[config.mk]
export PLATFORM = sky130hd
export DESIGN_NAME = hazard_ctrl_flat
export DESIGN_NICKNAME = d
export VERILOG_FILES = /design/src/rtl/hazard_ctrl_pkg.sv /design/src/rtl/hazard_ctrl_if.sv /design/src/rtl/hazard_ctrl_perf_counters.sv /design/src/rtl/hazard_ctrl.sv /design/src/flat_wrapper.sv
export SDC_FILE = /design/constraint.sdc
export NUM_CORES = 1
export LEC_CHECK = 0
export ABC_AREA = 1
export CORE_MARGIN = 5
export CORE_UTILIZATION = 54
export CTS_CLUSTER_SIZE = 28
export DETAILED_ROUTE_END_ITERATION = 10
export MAX_ROUTING_LAYER = met4
export PLACE_DENSITY_LB_ADDON = 0.12
export SLEW_MARGIN = 10
export SYNTH_ARGS = -nofsm -noshare
export SYNTH_HDL_FRONTEND = slang
export SYNTH_SLANG_ARGS = --single-unit
[constraint.sdc]
create_clock -name clk -period 2.7 [get_ports clk]
set_input_delay 0.54 -clock clk [delete_from_list [all_inputs] [get_ports clk]]
set_output_delay 0.54 -clock clk [all_outputs]
set_load 0.02 [all_outputs]
[src/rtl/hazard_ctrl_pkg.sv]
// -----------------------------------------------------------------------------
// control_pkg
// Shared types and constants for the pipeline control blocks.
//   hz_state_e : hazard controller FSM state (RUN / MEM_WAIT / FLUSH)
//   REG_ZERO   : architectural zero register index (never a real hazard)
//   src_match  : "this source operand is read and equals rd" helper
// -----------------------------------------------------------------------------
package control_pkg;

    typedef enum logic [1:0] {
        HZ_RUN      = 2'd0,
        HZ_MEM_WAIT = 2'd1,
        HZ_FLUSH    = 2'd2
    } hz_state_e;

    localparam logic [4:0] REG_ZERO = 5'd0;

    function automatic logic src_match(input logic       uses,
                                       input logic [4:0] src,
                                       input logic [4:0] rd);
        return uses && (src == rd);
    endfunction

endpackage

[src/rtl/hazard_ctrl_if.sv]
// -----------------------------------------------------------------------------
// hazard_ctrl_if
// Bundle between the pipeline datapath and the hazard controller.
//   Pipeline -> controller : id_rs1/2, id_uses_rs1/2, ex_rd, ex_mem_read,
//                            br_taken, mem_req, mem_ready
//   Controller -> pipeline : pc/if_id/id_ex/ex_mem stalls, if_id/id_ex
//                            flushes, mem_timeout_err
// Modports: master = pipeline side, slave = hazard controller.
// -----------------------------------------------------------------------------
interface hazard_ctrl_if;

    logic [4:0] id_rs1;
    logic [4:0] id_rs2;
    logic       id_uses_rs1;
    logic       id_uses_rs2;
    logic [4:0] ex_rd;
    logic       ex_mem_read;
    logic       br_taken;
    logic       mem_req;
    logic       mem_ready;

    logic       pc_stall;
    logic       if_id_stall;
    logic       id_ex_stall;
    logic       ex_mem_stall;
    logic       if_id_flush;
    logic       id_ex_flush;
    logic       mem_timeout_err;

    modport master (
        output id_rs1, id_rs2, id_uses_rs1, id_uses_rs2, ex_rd, ex_mem_read,
               br_taken, mem_req, mem_ready,
        input  pc_stall, if_id_stall, id_ex_stall, ex_mem_stall,
               if_id_flush, id_ex_flush, mem_timeout_err
    );

    modport slave (
        input  id_rs1, id_rs2, id_uses_rs1, id_uses_rs2, ex_rd, ex_mem_read,
               br_taken, mem_req, mem_ready,
        output pc_stall, if_id_stall, id_ex_stall, ex_mem_stall,
               if_id_flush, id_ex_flush, mem_timeout_err
    );

endinterface

[src/rtl/hazard_ctrl_perf_counters.sv]
// -----------------------------------------------------------------------------
// hazard_perf_counters
// Three saturating 32-bit event counters for the hazard controller.
// Present only when HAZARD_PERF_EN is defined.
//   clk, rst              : clock, synchronous active-high reset
//   i_stall_evt           : pc_stall asserted this cycle
//   i_flush_evt           : branch flush this cycle
//   i_load_use_evt        : load-use stall this cycle
//   o_perf_stall_cycles   : count of stall cycles
//   o_perf_flush_count    : count of branch flushes
//   o_perf_load_use_count : count of load-use stalls
// -----------------------------------------------------------------------------
`ifdef HAZARD_PERF_EN
module hazard_perf_counters (
    input  logic        clk,
    input  logic        rst,
    input  logic        i_stall_evt,
    input  logic        i_flush_evt,
    input  logic        i_load_use_evt,
    output logic [31:0] o_perf_stall_cycles,
    output logic [31:0] o_perf_flush_count,
    output logic [31:0] o_perf_load_use_count
);

    logic [31:0] r_stall;
    logic [31:0] r_flush;
    logic [31:0] r_lu;

    always_ff @(posedge clk) begin
        if (rst) begin
            r_stall <= '0;
            r_flush <= '0;
            r_lu    <= '0;
        end else begin
            // Saturate rather than wrap so a long run never reads as "few events".
            if (i_stall_evt    && r_stall != '1) r_stall <= r_stall + 32'd1;
            if (i_flush_evt    && r_flush != '1) r_flush <= r_flush + 32'd1;
            if (i_load_use_evt && r_lu    != '1) r_lu    <= r_lu + 32'd1;
        end
    end

    assign o_perf_stall_cycles   = r_stall;
    assign o_perf_flush_count    = r_flush;
    assign o_perf_load_use_count = r_lu;

endmodule
`endif

[src/rtl/hazard_ctrl.sv]
// -----------------------------------------------------------------------------
// hazard_ctrl
// Pipeline hazard controller for the five-stage core.
//   clk, rst : clock, synchronous active-high reset
//   hz       : hazard_ctrl_if.slave (ID/EX operand info, branch, data-memory
//              handshake in; stall/flush enables and watchdog error out)
//   perf_*   : saturating event counters (only with HAZARD_PERF_EN defined)
// Priority: memory wait > branch flush > load-use.
// Stall/flush outputs are combinational; state, watchdog counter and error
// flag are registered. Optional macro: HAZARD_PERF_EN.
// -----------------------------------------------------------------------------
module hazard_ctrl
    import control_pkg::*;
#(
    parameter int MEM_TIMEOUT = 255
) (
    input  logic        clk,
    input  logic        rst,
    hazard_ctrl_if.slave hz
`ifdef HAZARD_PERF_EN
    ,
    output logic [31:0] perf_stall_cycles,
    output logic [31:0] perf_flush_count,
    output logic [31:0] perf_load_use_count
`endif
);

    localparam logic [15:0] TIMEOUT = 16'(MEM_TIMEOUT);

    hz_state_e   r_state;
    hz_state_e   w_state_next;
    logic [15:0] r_wait_cnt;
    logic [15:0] w_wait_cnt_next;
    logic        r_err;

    logic w_mem_wait;
    logic w_load_use;
    logic w_wait_stall;
    logic w_branch_flush;
    logic w_lu_stall;

    assign w_mem_wait = hz.mem_req && !hz.mem_ready;

    assign w_load_use = hz.ex_mem_read && (hz.ex_rd != REG_ZERO) &&
                        (src_match(hz.id_uses_rs1, hz.id_rs1, hz.ex_rd) ||
                         src_match(hz.id_uses_rs2, hz.id_rs2, hz.ex_rd));

    // Reset overrides everything; a memory wait masks branch and load-use.
    // A release cycle in HZ_MEM_WAIT evaluates like HZ_RUN, so only HZ_FLUSH
    // (ID holds a bubble) suppresses load-use.
    assign w_wait_stall   = !rst && w_mem_wait;
    assign w_branch_flush = !rst && !w_mem_wait && hz.br_taken;
    assign w_lu_stall     = !rst && !w_mem_wait && !hz.br_taken && w_load_use &&
                            (r_state != HZ_FLUSH);

    assign hz.pc_stall        = w_wait_stall | w_lu_stall;
    assign hz.if_id_stall     = w_wait_stall | w_lu_stall;
    assign hz.id_ex_stall     = w_wait_stall;
    assign hz.ex_mem_stall    = w_wait_stall;
    assign hz.if_id_flush     = rst | w_branch_flush;
    assign hz.id_ex_flush     = rst | w_branch_flush | w_lu_stall;
    assign hz.mem_timeout_err = r_err;

    // NOTE: every always_comb output gets a default first so no path leaves it
    // unassigned; otherwise synthesis infers a latch.
    always_comb begin
        w_state_next = HZ_RUN;
        if (w_mem_wait)        w_state_next = HZ_MEM_WAIT;
        else if (hz.br_taken)  w_state_next = HZ_FLUSH;
    end

    // Watchdog counts consecutive wait cycles and saturates at the limit.
    always_comb begin
        w_wait_cnt_next = '0;
        if (w_mem_wait) begin
            w_wait_cnt_next = (r_wait_cnt == TIMEOUT) ? r_wait_cnt : r_wait_cnt + 16'd1;
        end
    end

    // NOTE: sequential state uses non-blocking assignments so every register
    // samples the pre-edge values regardless of statement order.
    always_ff @(posedge clk) begin
        if (rst) begin
            r_state    <= HZ_RUN;
            r_wait_cnt <= '0;
            r_err      <= 1'b0;
        end else begin
            r_state    <= w_state_next;
            r_wait_cnt <= w_wait_cnt_next;
            // Sticky: set on the edge the counter reaches the limit.
            if (w_wait_cnt_next == TIMEOUT) r_err <= 1'b1;
        end
    end

`ifdef HAZARD_PERF_EN
    hazard_perf_counters u_perf (
        .clk                   (clk),
        .rst                   (rst),
        .i_stall_evt           (hz.pc_stall),
        .i_flush_evt           (w_branch_flush),
        .i_load_use_evt        (w_lu_stall),
        .o_perf_stall_cycles   (perf_stall_cycles),
        .o_perf_flush_count    (perf_flush_count),
        .o_perf_load_use_count (perf_load_use_count)
    );
`endif

endmodule

[src/flat_wrapper.sv]
// flat-port wrapper written by rule: the top's interface ports become plain ports
module hazard_ctrl_flat import control_pkg::*;
#(
    parameter int MEM_TIMEOUT = 255
)
  (clk, rst, hz_id_rs1, hz_id_rs2, hz_id_uses_rs1, hz_id_uses_rs2, hz_ex_rd, hz_ex_mem_read, hz_br_taken, hz_mem_req, hz_mem_ready, hz_pc_stall, hz_if_id_stall, hz_id_ex_stall, hz_ex_mem_stall, hz_if_id_flush, hz_id_ex_flush, hz_mem_timeout_err);
  hazard_ctrl_if hz_i ();
  input  logic clk;
  input  logic rst;
  input wire logic [$bits(hz_i.id_rs1)-1:0] hz_id_rs1;
  input wire logic [$bits(hz_i.id_rs2)-1:0] hz_id_rs2;
  input wire logic [$bits(hz_i.id_uses_rs1)-1:0] hz_id_uses_rs1;
  input wire logic [$bits(hz_i.id_uses_rs2)-1:0] hz_id_uses_rs2;
  input wire logic [$bits(hz_i.ex_rd)-1:0] hz_ex_rd;
  input wire logic [$bits(hz_i.ex_mem_read)-1:0] hz_ex_mem_read;
  input wire logic [$bits(hz_i.br_taken)-1:0] hz_br_taken;
  input wire logic [$bits(hz_i.mem_req)-1:0] hz_mem_req;
  input wire logic [$bits(hz_i.mem_ready)-1:0] hz_mem_ready;
  output wire logic [$bits(hz_i.pc_stall)-1:0] hz_pc_stall;
  output wire logic [$bits(hz_i.if_id_stall)-1:0] hz_if_id_stall;
  output wire logic [$bits(hz_i.id_ex_stall)-1:0] hz_id_ex_stall;
  output wire logic [$bits(hz_i.ex_mem_stall)-1:0] hz_ex_mem_stall;
  output wire logic [$bits(hz_i.if_id_flush)-1:0] hz_if_id_flush;
  output wire logic [$bits(hz_i.id_ex_flush)-1:0] hz_id_ex_flush;
  output wire logic [$bits(hz_i.mem_timeout_err)-1:0] hz_mem_timeout_err;
  assign hz_i.id_rs1 = hz_id_rs1;
  assign hz_i.id_rs2 = hz_id_rs2;
  assign hz_i.id_uses_rs1 = hz_id_uses_rs1;
  assign hz_i.id_uses_rs2 = hz_id_uses_rs2;
  assign hz_i.ex_rd = hz_ex_rd;
  assign hz_i.ex_mem_read = hz_ex_mem_read;
  assign hz_i.br_taken = hz_br_taken;
  assign hz_i.mem_req = hz_mem_req;
  assign hz_i.mem_ready = hz_mem_ready;
  assign hz_pc_stall = hz_i.pc_stall;
  assign hz_if_id_stall = hz_i.if_id_stall;
  assign hz_id_ex_stall = hz_i.id_ex_stall;
  assign hz_ex_mem_stall = hz_i.ex_mem_stall;
  assign hz_if_id_flush = hz_i.if_id_flush;
  assign hz_id_ex_flush = hz_i.id_ex_flush;
  assign hz_mem_timeout_err = hz_i.mem_timeout_err;
  hazard_ctrl #(.MEM_TIMEOUT(MEM_TIMEOUT)) u_core (.clk(clk), .rst(rst), .hz(hz_i));
endmodule
==> impl_results.html, run 1 <==
<table>
<tr><th>Metric</th><th>Value</th></tr>
<tr><th colspan="2">Worst setup path</th></tr>
<tr><td>CP Cell Sequence</td><td>clkdlybuf4s50_1, nor2_1, buf_4, buf_4, nor3_1, nor2_1, inv_1, dlygate4sd2_1</td></tr>
<tr><td>End of the worst register-to-register path</td><td>u_core.hz.mem_timeout_err$_SDFFE_PP0N_</td></tr>
<tr><td>Critical path arrival</td><td>1990 ps</td></tr>
<tr><td>Critical Path Slowest Stage Cell</td><td>sky130_fd_sc_hd__clkdlybuf4s50_1</td></tr>
<tr><td>Required time at the worst-slack endpoint</td><td>2160 ps</td></tr>
<tr><td>Beginning of the worst register-to-register path</td><td>u_core.r_wait_cnt[0]$_SDFF_PP0_</td></tr>
<tr><td>CP startpoint kind</td><td>primary input</td></tr>
<tr><td>Largest stage delay, worst path</td><td>450 ps</td></tr>
<tr><td>Path type of the worst setup path</td><td>in -&gt; out</td></tr>
<tr><td>Flop-to-flop setup slack</td><td>930 ps</td></tr>
<tr><td>Worst path bufs/invs</td><td>5</td></tr>
<tr><td>Critical path capture point type</td><td>primary output</td></tr>
<tr><td>Biggest fanout along the worst timing path</td><td>5</td></tr>
<tr><td>CP delay by family, top</td><td>buffers and inverters</td></tr>
<tr><td>Worst reg2reg path depth</td><td>13</td></tr>
<tr><th colspan="2">Clock tree</th></tr>
<tr><td>Setup fix buffers added after clock tree synthesis</td><td>0</td></tr>
<tr><td>Clock Path Buffers</td><td>2</td></tr>
<tr><td>Deepest level of the CTS H-tree</td><td>1</td></tr>
<tr><td>Number of buffers created by CTS</td><td>3</td></tr>
<tr><td>Buffer type at the clock tree root</td><td>sky130_fd_sc_hd__clkbuf_4</td></tr>
<tr><td>Reg clk slew, reported paths</td><td>100 ps</td></tr>
<tr><td>TritonCTS clock tree</td><td>built</td></tr>
<tr><td>Count of hold buffers inserted by post-cts repair</td><td>0</td></tr>
<tr><td>Insertion delay of the later-clocked pin in the worst-skew pair</td><td>300 ps</td></tr>
<tr><td>Sink count of the clock tree</td><td>19</td></tr>
<tr><th colspan="2">Drt</th></tr>
<tr><td>Mean routed wirelength per cell</td><td>about 12 um</td></tr>
<tr><td># DRC</td><td>0</td></tr>
<tr><td>Post-DRT Antenna Nets</td><td>0</td></tr>
<tr><td>Total wirelength of the detailed-routed design</td><td>3.328 mm</td></tr>
<tr><td>Detail-routed via count per cell</td><td>5.021</td></tr>
<tr><td>Vias after detailed routing</td><td>roughly 1400</td></tr>
<tr><td>Number of DRC markers in iteration 0</td><td>87</td></tr>
<tr><td>First-pass iteration count of the detailed router</td><td>4</td></tr>
<tr><th colspan="2">Global routing</th></tr>
<tr><td>First-pass GRT wire length</td><td>5.602 mm</td></tr>
<tr><td>Number of global-route vias before repair</td><td>1298</td></tr>
<tr><td>Number of antenna violations at the first check in global routing</td><td>0</td></tr>
<tr><td>Total congestion overflow</td><td>0</td></tr>
<tr><td>Largest net degree at the start of global routing</td><td>15</td></tr>
<tr><td>Total routing usage reported by global routing</td><td>0.2076</td></tr>
<tr><th colspan="2">STA</th></tr>
<tr><td>Final setup fails</td><td>0</td></tr>
<tr><td>Clock Skew</td><td>between 5 and 6 ps</td></tr>
<tr><td>Final Cycle Share</td><td>0.9374</td></tr>
<tr><td>Setup repair after global routing missed its margin</td><td>false</td></tr>
<tr><td>Final critical path time including I/O delays and setup</td><td>2531 ps</td></tr>
<tr><td>FMAX</td><td>0.3951 GHz</td></tr>
<tr><td>Measured slew at the worst slew-check pin</td><td>258.5 ps</td></tr>
<tr><td>Final Hold Viols</td><td>0</td></tr>
<tr><td>Min setup slack post-route</td><td>between 150 and 200 ps</td></tr>
<tr><td>Final number of max-transition violations</td><td>0</td></tr>
<tr><td>Remaining max-slew budget at the tightest pin</td><td>0.8270</td></tr>
<tr><th colspan="2">Power and ir drop</th></tr>
<tr><td>Static leakage power</td><td>0.8177 nW</td></tr>
<tr><td>Power per unit of standard cell area</td><td>302.6 nW/um^2</td></tr>
<tr><td>Total power after layout</td><td>roughly 0.52 mW</td></tr>
<tr><td>Worst VDD drop</td><td>371.5 uV</td></tr>
<tr><th colspan="2">Min path</th></tr>
<tr><td>End point of the worst hold path</td><td>u_core.hz.mem_timeout_err$_SDFFE_PP0N_</td></tr>
<tr><td>HP Class</td><td>reg -&gt; reg</td></tr>
<tr><td>Cell count of the worst hold path</td><td>2</td></tr>
<tr><td>Source of the worst hold timing path</td><td>u_core.hz.mem_timeout_err$_SDFFE_PP0N_</td></tr>
<tr><th colspan="2">Logic synthesis</th></tr>
<tr><td>Syn avg cell area</td><td>6.146 um^2</td></tr>
<tr><td>Cell count after synthesis</td><td>217</td></tr>
<tr><td>Mapped cell area</td><td>1334 um^2</td></tr>
<tr><td>Count of synthesis-stage warnings from yosys</td><td>0</td></tr>
<tr><td>Count of distinct cell types in the synthesized netlist</td><td>26</td></tr>
<tr><td>Seq/Total Area, Yosys</td><td>0.2852</td></tr>
<tr><td>Number of register bits inferred by synthesis</td><td>19</td></tr>
<tr><td>Post-synthesis net count</td><td>241</td></tr>
<tr><th colspan="2">Floorplanning</th></tr>
<tr><td>Width of the die</td><td>roughly 60 um</td></tr>
<tr><td>Vertical extent of the die</td><td>59.70 um</td></tr>
<tr><td>Number of cell rows</td><td>18</td></tr>
<tr><td>Die Area</td><td>3564 um^2</td></tr>
<tr><td>Number of primary I/O pins</td><td>30</td></tr>
<tr><td>Initial Util</td><td>0.5535</td></tr>
<tr><td>Core box area</td><td>~2400 um^2</td></tr>
<tr><th colspan="2">Final layout</th></tr>
<tr><td>Share of post-route cells with drive strength above 1</td><td>0.1137</td></tr>
<tr><td>Post-route design area</td><td>about 1700 um^2</td></tr>
<tr><td>Nets</td><td>280</td></tr>
<tr><td>Layout overhead on the synthesized area</td><td>29.27%</td></tr>
<tr><td>Count of filler cells inserted in the layout</td><td>213</td></tr>
<tr><td>Cell Count, Final, Fillers Out</td><td>approximately 290</td></tr>
<tr><td>Final standard cell utilization of the core</td><td>0.7155</td></tr>
<tr><td>Count of antenna diodes in the layout</td><td>0</td></tr>
<tr><th colspan="2">Outcome</th></tr>
<tr><td>Status</td><td>completed</td></tr>
<tr><th colspan="2">Placed design</th></tr>
<tr><td>Number of buffer cells added on primary ports</td><td>29</td></tr>
<tr><td>Global placer's final weighted congestion</td><td>0.8575</td></tr>
<tr><td>Number of cells in the design after placement</td><td>281</td></tr>
<tr><td>Detailed-placement wirelength estimate</td><td>2.674 mm</td></tr>
<tr><td>Cell area reported after detailed placement</td><td>1709 um^2</td></tr>
<tr><td>Worst slack at placement</td><td>-259.1 ps</td></tr>
<tr><th colspan="2">Flow run</th></tr>
<tr><td>Max cap viols</td><td>0</td></tr>
</table>
-- cell usage in the layout (no fill, tap or decap), types with 2 or more instances in the layout --
master,count
sky130_fd_sc_hd__o21ai_0,3
sky130_fd_sc_hd__nand4_1,5
sky130_fd_sc_hd__nor3_1,2
sky130_fd_sc_hd__o21bai_1,4
sky130_fd_sc_hd__buf_4,11
sky130_fd_sc_hd__clkdlybuf4s50_1,23
sky130_fd_sc_hd__nor2_1,46
sky130_fd_sc_hd__nand2_2,3
sky130_fd_sc_hd__dlymetal6s2s_1,2
sky130_fd_sc_hd__xnor2_1,3
sky130_fd_sc_hd__clkbuf_2,3
sky130_fd_sc_hd__nand2_4,2
sky130_fd_sc_hd__nand3_1,26
sky130_fd_sc_hd__xor2_1,5
sky130_fd_sc_hd__a21oi_1,3
sky130_fd_sc_hd__inv_1,27
sky130_fd_sc_hd__nand2_1,52
sky130_fd_sc_hd__dfxtp_1,19
sky130_fd_sc_hd__clkbuf_4,3
sky130_fd_sc_hd__nor2_4,4
-- cell usage after synthesis --
| master | count | area [um^2] |
|---|---|---|
| sky130_fd_sc_hd__nand3_2 | 1 | 10.01 |
| sky130_fd_sc_hd__nand3b_1 | 1 | 7.510 |
| sky130_fd_sc_hd__nor2_4 | 4 | 45.04 |
| sky130_fd_sc_hd__o21ai_2 | 1 | 8.760 |
| sky130_fd_sc_hd__inv_1 | 27 | 101.4 |
| sky130_fd_sc_hd__o21ai_0 | 3 | 15.01 |
| sky130_fd_sc_hd__o21bai_1 | 4 | 30.03 |
| sky130_fd_sc_hd__nand3_1 | 26 | 130.1 |
| sky130_fd_sc_hd__nor3_1 | 2 | 10.01 |
| sky130_fd_sc_hd__nor2_1 | 46 | 172.7 |
| sky130_fd_sc_hd__buf_1 | 1 | 3.750 |
| sky130_fd_sc_hd__nand2_1 | 52 | 195.2 |
| sky130_fd_sc_hd__nand4_1 | 5 | 31.28 |
| sky130_fd_sc_hd__buf_2 | 1 | 5.000 |
| sky130_fd_sc_hd__xor2_1 | 5 | 43.79 |
| sky130_fd_sc_hd__xnor2_1 | 3 | 26.28 |
| sky130_fd_sc_hd__clkbuf_1 | 1 | 3.750 |
| sky130_fd_sc_hd__nor4_1 | 1 | 6.260 |
| sky130_fd_sc_hd__nand2_2 | 3 | 18.77 |
| sky130_fd_sc_hd__a21oi_1 | 3 | 15.01 |
| sky130_fd_sc_hd__ha_1 | 1 | 12.51 |
| sky130_fd_sc_hd__buf_4 | 3 | 22.52 |
| sky130_fd_sc_hd__nand2_4 | 2 | 22.52 |
| sky130_fd_sc_hd__dfxtp_1 | 19 | 380.4 |
| sky130_fd_sc_hd__clkinv_4 | 1 | 8.760 |
| sky130_fd_sc_hd__a211oi_1 | 1 | 7.510 |
-- what timing repair did --
item,in CTS,in global routing
hold endpoints to repair,0,0
setup endpoints to repair,4,5
gates resized for setup,4,8
-- state kept, by name, summed over array words and instances (netlist names) --
signal and count:
u_core.r_wait_cnt 16, u_core.hz.mem_timeout_err 1, u_core.r_state 2
-- cell type report --
cell class / count / area (um^2) / area share
clock buffers: 4 / 26.28 / 0.01524
multi-input cells: 164 / 808.3 / 0.4688
well taps: 30 / 37.54 / 0.02177
inverters: 28 / 110.1 / 0.06386
flip-flops and latches: 19 / 380.4 / 0.2206
repair buffers: 40 / 361.6 / 0.2097
-- logic make-up (layout without fill, tap and decap cells) --
kind of cell,after synthesis,count (layout),synth area share
fa+ha+maj,1,1,0.009379
flops,19,19,0.2852
buf+inv,34,72,0.1088
xor+xnor,8,8,0.05253
simple gates,143,143,0.4869
compound gates,12,12,0.05722
-- worst reg2reg max path: stages (launching register included) --
cell and delay, ps:
sky130_fd_sc_hd__dfxtp_1 390, sky130_fd_sc_hd__ha_1 220, sky130_fd_sc_hd__nand2_2 90, sky130_fd_sc_hd__nor2_4 160
sky130_fd_sc_hd__nand2_4 90, sky130_fd_sc_hd__clkinv_4 60, sky130_fd_sc_hd__nand2_4 80, sky130_fd_sc_hd__nand2_1 100
sky130_fd_sc_hd__nand3_1 90, sky130_fd_sc_hd__nor2_1 120, sky130_fd_sc_hd__nand3_1 70, sky130_fd_sc_hd__nor2_1 110
sky130_fd_sc_hd__nor2_1 50, sky130_fd_sc_hd__nor2_1 80
-- report_power, final --
part | internal (mW) | leakage [nW] | switching, mW
clock network | 0.0575 | 0.0150 | 0.0863
logic | 0.0536 | 0.649 | 0.0409
registers | 0.282 | 0.154 | 0.00108
-- routing by layer --
layer	up-vias	wire, um	global-route usage	share of wire
met4	0	51	0.05696	0.015
met2	40	1459	0.3287	0.44
li1	757	-	-	-
met5	-	0	-	0
met1	627	1576	0.2715	0.47
met3	7	240	0.03672	0.072
-- worst max-delay path by stage --
stage / cells after the start / start / endpoint
final: 8 / hz_mem_ready / hz_if_id_flush
after global routing: 8 / hz_mem_ready / hz_if_id_flush
after CTS: 8 / hz_mem_req / hz_ex_mem_stall
after detailed placement: 8 / hz_ex_rd[2] / hz_if_id_stall
after global placement: 8 / hz_ex_rd[3] / hz_if_id_stall
after floorplan: 8 / hz_mem_req / hz_pc_stall
-- metrics by stage --
stage          hold slack, ps  TNS [ps]
2_1_floorplan           536.0         0
3_3_place_gp            474.9    -778.5
3_5_place_dp            477.6    -857.6
4_1_cts                 505.6         0
5_1_grt                 556.7         0
6_report                505.7         0
(Power assumes the default switching activity.)
==> run 2: changes to the inputs <==
ABC_AREA = unset   (was 1)
CORE_UTILIZATION = 52   (was 54)
==> impl_results.html, run 2 <==
<table>
<tr><th>Metric</th><th>Value</th></tr>
<tr><th colspan="2">STA</th></tr>
<tr><td>Final Hold Viols</td><td>0 (unchanged)</td></tr>
<tr><td>Remaining max-slew budget at the tightest pin</td><td>0.7365 (-0.09046)</td></tr>
<tr><td>Final setup fails</td><td>0 (unchanged)</td></tr>
<tr><td>Final number of max-transition violations</td><td>0 (unchanged)</td></tr>
<tr><td>Measured slew at the worst slew-check pin</td><td>385.2 ps (+126.7 ps)</td></tr>
<tr><td>Post-Route Hold Slack</td><td>502.7 ps (-3.064 ps)</td></tr>
<tr><td>Final TNS setup</td><td>0 ps (unchanged)</td></tr>
<tr><td>Final critical path time including I/O delays and setup</td><td>2636 ps (+105.4 ps)</td></tr>
<tr><td>FMAX</td><td>0.3793 GHz (-4.0%)</td></tr>
<tr><td>Final Cycle Share</td><td>0.9764 (+0.03904)</td></tr>
<tr><td>Clock Skew</td><td>1.011 ps (-4.677 ps)</td></tr>
<tr><th colspan="2">Global routing</th></tr>
<tr><td>Largest net degree at the start of global routing</td><td>11 (-4)</td></tr>
<tr><td>First-pass GRT wire length</td><td>4.968 mm (-11%)</td></tr>
<tr><td>Number of antenna violations at the first check in global routing</td><td>0 (unchanged)</td></tr>
<tr><td>Total congestion overflow</td><td>0 (unchanged)</td></tr>
<tr><td>Number of global-route vias before repair</td><td>1183 (-8.9%)</td></tr>
<tr><td>Total routing usage reported by global routing</td><td>0.1887 (-0.01888)</td></tr>
<tr><th colspan="2">Worst setup path</th></tr>
<tr><td>Most prevalent standard cell on the critical path</td><td>sky130_fd_sc_hd__nand2_1</td></tr>
<tr><td>End of the worst register-to-register path</td><td>u_core.hz.mem_timeout_err$_SDFFE_PP0N_</td></tr>
<tr><td>Beginning of the worst register-to-register path</td><td>u_core.r_wait_cnt[0]$_SDFF_PP0_</td></tr>
<tr><td>Critical path capture point type</td><td>primary output</td></tr>
<tr><td>Critical Path Slowest Stage Cell</td><td>sky130_fd_sc_hd__clkdlybuf4s50_1</td></tr>
<tr><td>CP startpoint kind</td><td>primary input</td></tr>
<tr><td>Worst reg2reg path depth</td><td>7 (-6)</td></tr>
<tr><td>Required time at the worst-slack endpoint</td><td>2160 ps (about the same)</td></tr>
<tr><td>Biggest fanout along the worst timing path</td><td>3 (-2)</td></tr>
<tr><td>Critical path arrival</td><td>2100 ps (+110 ps)</td></tr>
<tr><td>Largest stage delay, worst path</td><td>480 ps (+30 ps)</td></tr>
<tr><td>CP Cell Sequence</td><td>clkdlybuf4s50_1, xor2_1, nor4_1, nand3_1, nand2_1, o211ai_1, nand2_1, buf_4</td></tr>
<tr><td>Path type of the worst setup path</td><td>in -&gt; out</td></tr>
<tr><td>Flop-to-flop setup slack</td><td>450 ps (-480 ps)</td></tr>
<tr><th colspan="2">Final layout</th></tr>
<tr><td>Most common cell after layout, fill and taps aside</td><td>sky130_fd_sc_hd__clkdlybuf4s50_1</td></tr>
<tr><td>Share of post-route cells with drive strength above 1</td><td>0.1292 (+0.01549)</td></tr>
<tr><td>Top register by number of flip-flops</td><td>u_core.r_wait_cnt</td></tr>
<tr><td>Count of antenna diodes in the layout</td><td>0 (unchanged)</td></tr>
<tr><td>Commonest cells after routing, fill and taps aside</td><td>sky130_fd_sc_hd__clkdlybuf4s50_1 (22), sky130_fd_sc_hd__dfxtp_1 (19), sky130_fd_sc_hd__xor2_1 (12), sky130_fd_sc_hd__nor2_1 (12), sky130_fd_sc_hd__nand3_1 (11)</td></tr>
<tr><td>Final standard cell utilization of the core</td><td>0.7104 (-0.005108)</td></tr>
<tr><td>Number of flip-flops under the largest register name</td><td>16 (unchanged)</td></tr>
<tr><td>Nets</td><td>203 (-28%)</td></tr>
<tr><td>Layout overhead on the synthesized area</td><td>28.60%</td></tr>
<tr><th colspan="2">Clock tree</th></tr>
<tr><td>Buffer type at the clock tree root</td><td>sky130_fd_sc_hd__clkbuf_4</td></tr>
<tr><td>Setup fix buffers added after clock tree synthesis</td><td>0 (unchanged)</td></tr>
<tr><td>Sink count of the clock tree</td><td>19 (unchanged)</td></tr>
<tr><td>Reg clk slew, reported paths</td><td>110 ps (about the same)</td></tr>
<tr><td>Count of hold buffers inserted by post-cts repair</td><td>0 (unchanged)</td></tr>
<tr><td>Number of buffers created by CTS</td><td>3 (unchanged)</td></tr>
<tr><td>Clock Path Buffers</td><td>2 (unchanged)</td></tr>
<tr><td>Deepest level of the CTS H-tree</td><td>1 (unchanged)</td></tr>
<tr><td>Insertion delay of the later-clocked pin in the worst-skew pair</td><td>290 ps (about the same)</td></tr>
<tr><td>TritonCTS clock tree</td><td>built</td></tr>
<tr><th colspan="2">Logic synthesis</th></tr>
<tr><td>Post-synthesis net count</td><td>170 (-29%)</td></tr>
<tr><td>Proportion of synthesized flip-flops having asynchronous set or reset</td><td>0 (unchanged)</td></tr>
<tr><td>Most numerous cell types in the synthesized netlist</td><td>sky130_fd_sc_hd__dfxtp_1 (19), sky130_fd_sc_hd__nor2_1 (12), sky130_fd_sc_hd__xor2_1 (12), sky130_fd_sc_hd__nand3_1 (11), sky130_fd_sc_hd__nand2_1 (10)</td></tr>
<tr><td>Cell count after synthesis</td><td>146 (-33%)</td></tr>
<tr><td>Count of distinct cell types in the synthesized netlist</td><td>43 (+65%)</td></tr>
<tr><td>Mapped cell area</td><td>1234 um^2 (-7.5%)</td></tr>
<tr><td>Most frequently used flop master after synthesis</td><td>sky130_fd_sc_hd__dfxtp_1</td></tr>
<tr><td>Number of register bits inferred by synthesis</td><td>19 (unchanged)</td></tr>
<tr><td>Most repeated cell in the gate-level netlist after synthesis</td><td>sky130_fd_sc_hd__dfxtp_1</td></tr>
<tr><td>Share of the synthesized area in the top cell type</td><td>0.3083 (+0.02314)</td></tr>
<tr><td>Cells taking the most area after synthesis</td><td>sky130_fd_sc_hd__dfxtp_1 (31%), sky130_fd_sc_hd__xor2_1 (8.5%), sky130_fd_sc_hd__xnor2_1 (5.0%)</td></tr>
<tr><td>Count of synthesis-stage warnings from yosys</td><td>0 (unchanged)</td></tr>
<tr><td>Seq/Total Area, Yosys</td><td>0.3083 (+0.02314)</td></tr>
<tr><td>Syn avg cell area</td><td>8.450 um^2 (+37%)</td></tr>
<tr><td>Number of synthesized flops with an enable pin</td><td>0 (unchanged)</td></tr>
<tr><td>Library cell with the largest summed area after synthesis</td><td>sky130_fd_sc_hd__dfxtp_1</td></tr>
<tr><th colspan="2">Power and ir drop</th></tr>
<tr><td>Power share of the combinational group</td><td>0.169 (-0.012)</td></tr>
<tr><td>Part of the power in the clock network</td><td>0.279 (+0.003)</td></tr>
<tr><td>Internal power consumption</td><td>0.3915 mW (-0.50%)</td></tr>
<tr><td>Switching Fraction</td><td>0.2394 (-0.006475)</td></tr>
<tr><td>Power per unit of standard cell area</td><td>324.4 nW/um^2 (+7.2%)</td></tr>
<tr><td>Worst VDD drop</td><td>215.5 uV (-42%)</td></tr>
<tr><td>Static leakage power</td><td>0.6135 nW (-25%)</td></tr>
<tr><td>Share of power burned in registers</td><td>0.552 (+0.009)</td></tr>
<tr><td>Power dissipated by switching net loads</td><td>0.1232 mW (-3.9%)</td></tr>
<tr><th colspan="2">Min path</th></tr>
<tr><td>End point of the worst hold path</td><td>u_core.hz.mem_timeout_err$_SDFFE_PP0N_</td></tr>
<tr><td>Source of the worst hold timing path</td><td>u_core.hz.mem_timeout_err$_SDFFE_PP0N_</td></tr>
<tr><td>HP Class</td><td>reg -&gt; reg</td></tr>
<tr><td>Cell count of the worst hold path</td><td>1 (-1)</td></tr>
<tr><th colspan="2">Placed design</th></tr>
<tr><td>Detailed-placement wirelength estimate</td><td>2.493 mm (-6.8%)</td></tr>
<tr><td>Number of buffer cells added on primary ports</td><td>29 (unchanged)</td></tr>
<tr><td>Global placer's final weighted congestion</td><td>0.8499 (-0.89%)</td></tr>
<tr><th colspan="2">Drt</th></tr>
<tr><td>Mean routed wirelength per cell</td><td>15.17 um (+30%)</td></tr>
<tr><td>Number of DRC markers in iteration 0</td><td>70 (-20%)</td></tr>
<tr><td>Total wirelength of the detailed-routed design</td><td>3.126 mm (-6.1%)</td></tr>
<tr><td>Vias after detailed routing</td><td>1228 (-14%)</td></tr>
<tr><td>First-pass iteration count of the detailed router</td><td>4 (unchanged)</td></tr>
<tr><td># DRC</td><td>0 (unchanged)</td></tr>
<tr><td>Detail-routed via count per cell</td><td>5.961 (+19%)</td></tr>
<tr><td>Post-DRT Antenna Nets</td><td>0 (unchanged)</td></tr>
<tr><th colspan="2">Flow run</th></tr>
<tr><td>Max cap viols</td><td>0 (unchanged)</td></tr>
<tr><th colspan="2">Floorplanning</th></tr>
<tr><td>Number of primary I/O pins</td><td>30 (unchanged)</td></tr>
<tr><td>Die Area</td><td>3446 um^2 (-3.3%)</td></tr>
<tr><td>Initial Util</td><td>0.5524 (-0.001098)</td></tr>
<tr><td>Width of the die</td><td>58.71 um (-1.7%)</td></tr>
<tr><td>Core box area</td><td>2233 um^2 (-7.3%)</td></tr>
<tr><td>Number of cell rows</td><td>17 (-1)</td></tr>
<tr><td>Vertical extent of the die</td><td>58.71 um (-1.7%)</td></tr>
<tr><th colspan="2">Outcome</th></tr>
<tr><td>Status</td><td>completed</td></tr>
</table>
## run 2: cell types whose count changed after synthesis, moves of 7 or more
cell / previous run / this run
sky130_fd_sc_hd__xor2_1: 5 / 12
sky130_fd_sc_hd__inv_1: 27 / 4
sky130_fd_sc_hd__nand2_1: 52 / 10
sky130_fd_sc_hd__nor2_1: 46 / 12
sky130_fd_sc_hd__nand3_1: 26 / 11
## run 2: timing repair
action	in CTS	in global routing
gates cloned	0	0
pin swaps	1	1
endpoints found under the setup margin	6	3
resized for setup	15	5
## run 2: worst max-delay path by stage
stage | from | endpoint | slack, ps | depth (start not counted)
after floorplan | hz_ex_rd[0] | hz_pc_stall | 520 | 4
after global placement | hz_ex_rd[1] | hz_if_id_stall | -340 | 8
after detailed placement | hz_ex_rd[3] | hz_if_id_stall | -400 | 8
after CTS | hz_ex_rd[1] | hz_if_id_stall | 50 | 8
after global routing | hz_ex_rd[4] | hz_if_id_stall | -50 | 8
final | hz_ex_rd[2] | hz_if_id_stall | 60 | 8
## run 2: routing by layer
metal	up-vias	part of all wire	wire length, um	global-route usage
met5	-	0	0	-
met2	57	0.48	1507	0.2982
met4	0	0.012	39	0.05825
met1	570	0.44	1361	0.2401
li1	597	-	-	-
met3	4	0.070	218	0.04167
## run 2: cells by family after synthesis
logic type,Yosys count,synth area share
adder cells (fa/ha/maj),1,0.01014
flip-flops,19,0.3083
AO/OA/AOI/OAI,21,0.1187
multiplexers,2,0.01623
XOR/XNOR,19,0.1349
AND/OR/NAND/NOR,71,0.3550
buffers and inverters,13,0.05678
## run 2: power by group through the flow
stage | combinational [mW] | sequential [mW] | clock, mW
after global placement | 0.0860 | 0.290 | 0
after CTS | 0.0846 | 0.284 | 0.149
after detailed placement | 0.0883 | 0.290 | 0
after global routing | 0.0939 | 0.284 | 0.160
final | 0.0871 | 0.284 | 0.143
after floorplan | 0.0312 | 0.290 | 0
## run 2: cell type report
cell class              count  area (um^2)
clock buffers               4        26.28
repair buffers             37        339.1
well taps                  28        35.03
fillers                   203        646.9
multi-input cells         114        790.8
flip-flops and latches     19        380.4
inverters                   4        15.01
## run 2: critical path, delay by kind of cell
family,cells,cell delay [ps]
XOR/XNOR,1,190
AO/OA/AOI/OAI,1,120
buffers and inverters,2,630
AND/OR/NAND/NOR,4,630
## run 2: metrics by stage
stage / setup WS, ps / power (mW) / area [um^2] / instances
after floorplan: 521.1 / 0.3211 / 1234 / 146
after global placement: -341.4 / 0.3764 / 1564 / 202
after detailed placement: -403.5 / 0.3787 / 1564 / 202
after CTS: 46.29 / 0.5180 / 1572 / 206
after global routing: -48.09 / 0.5386 / 1587 / 206
final: 63.73 / 0.5147 / 1587 / 206
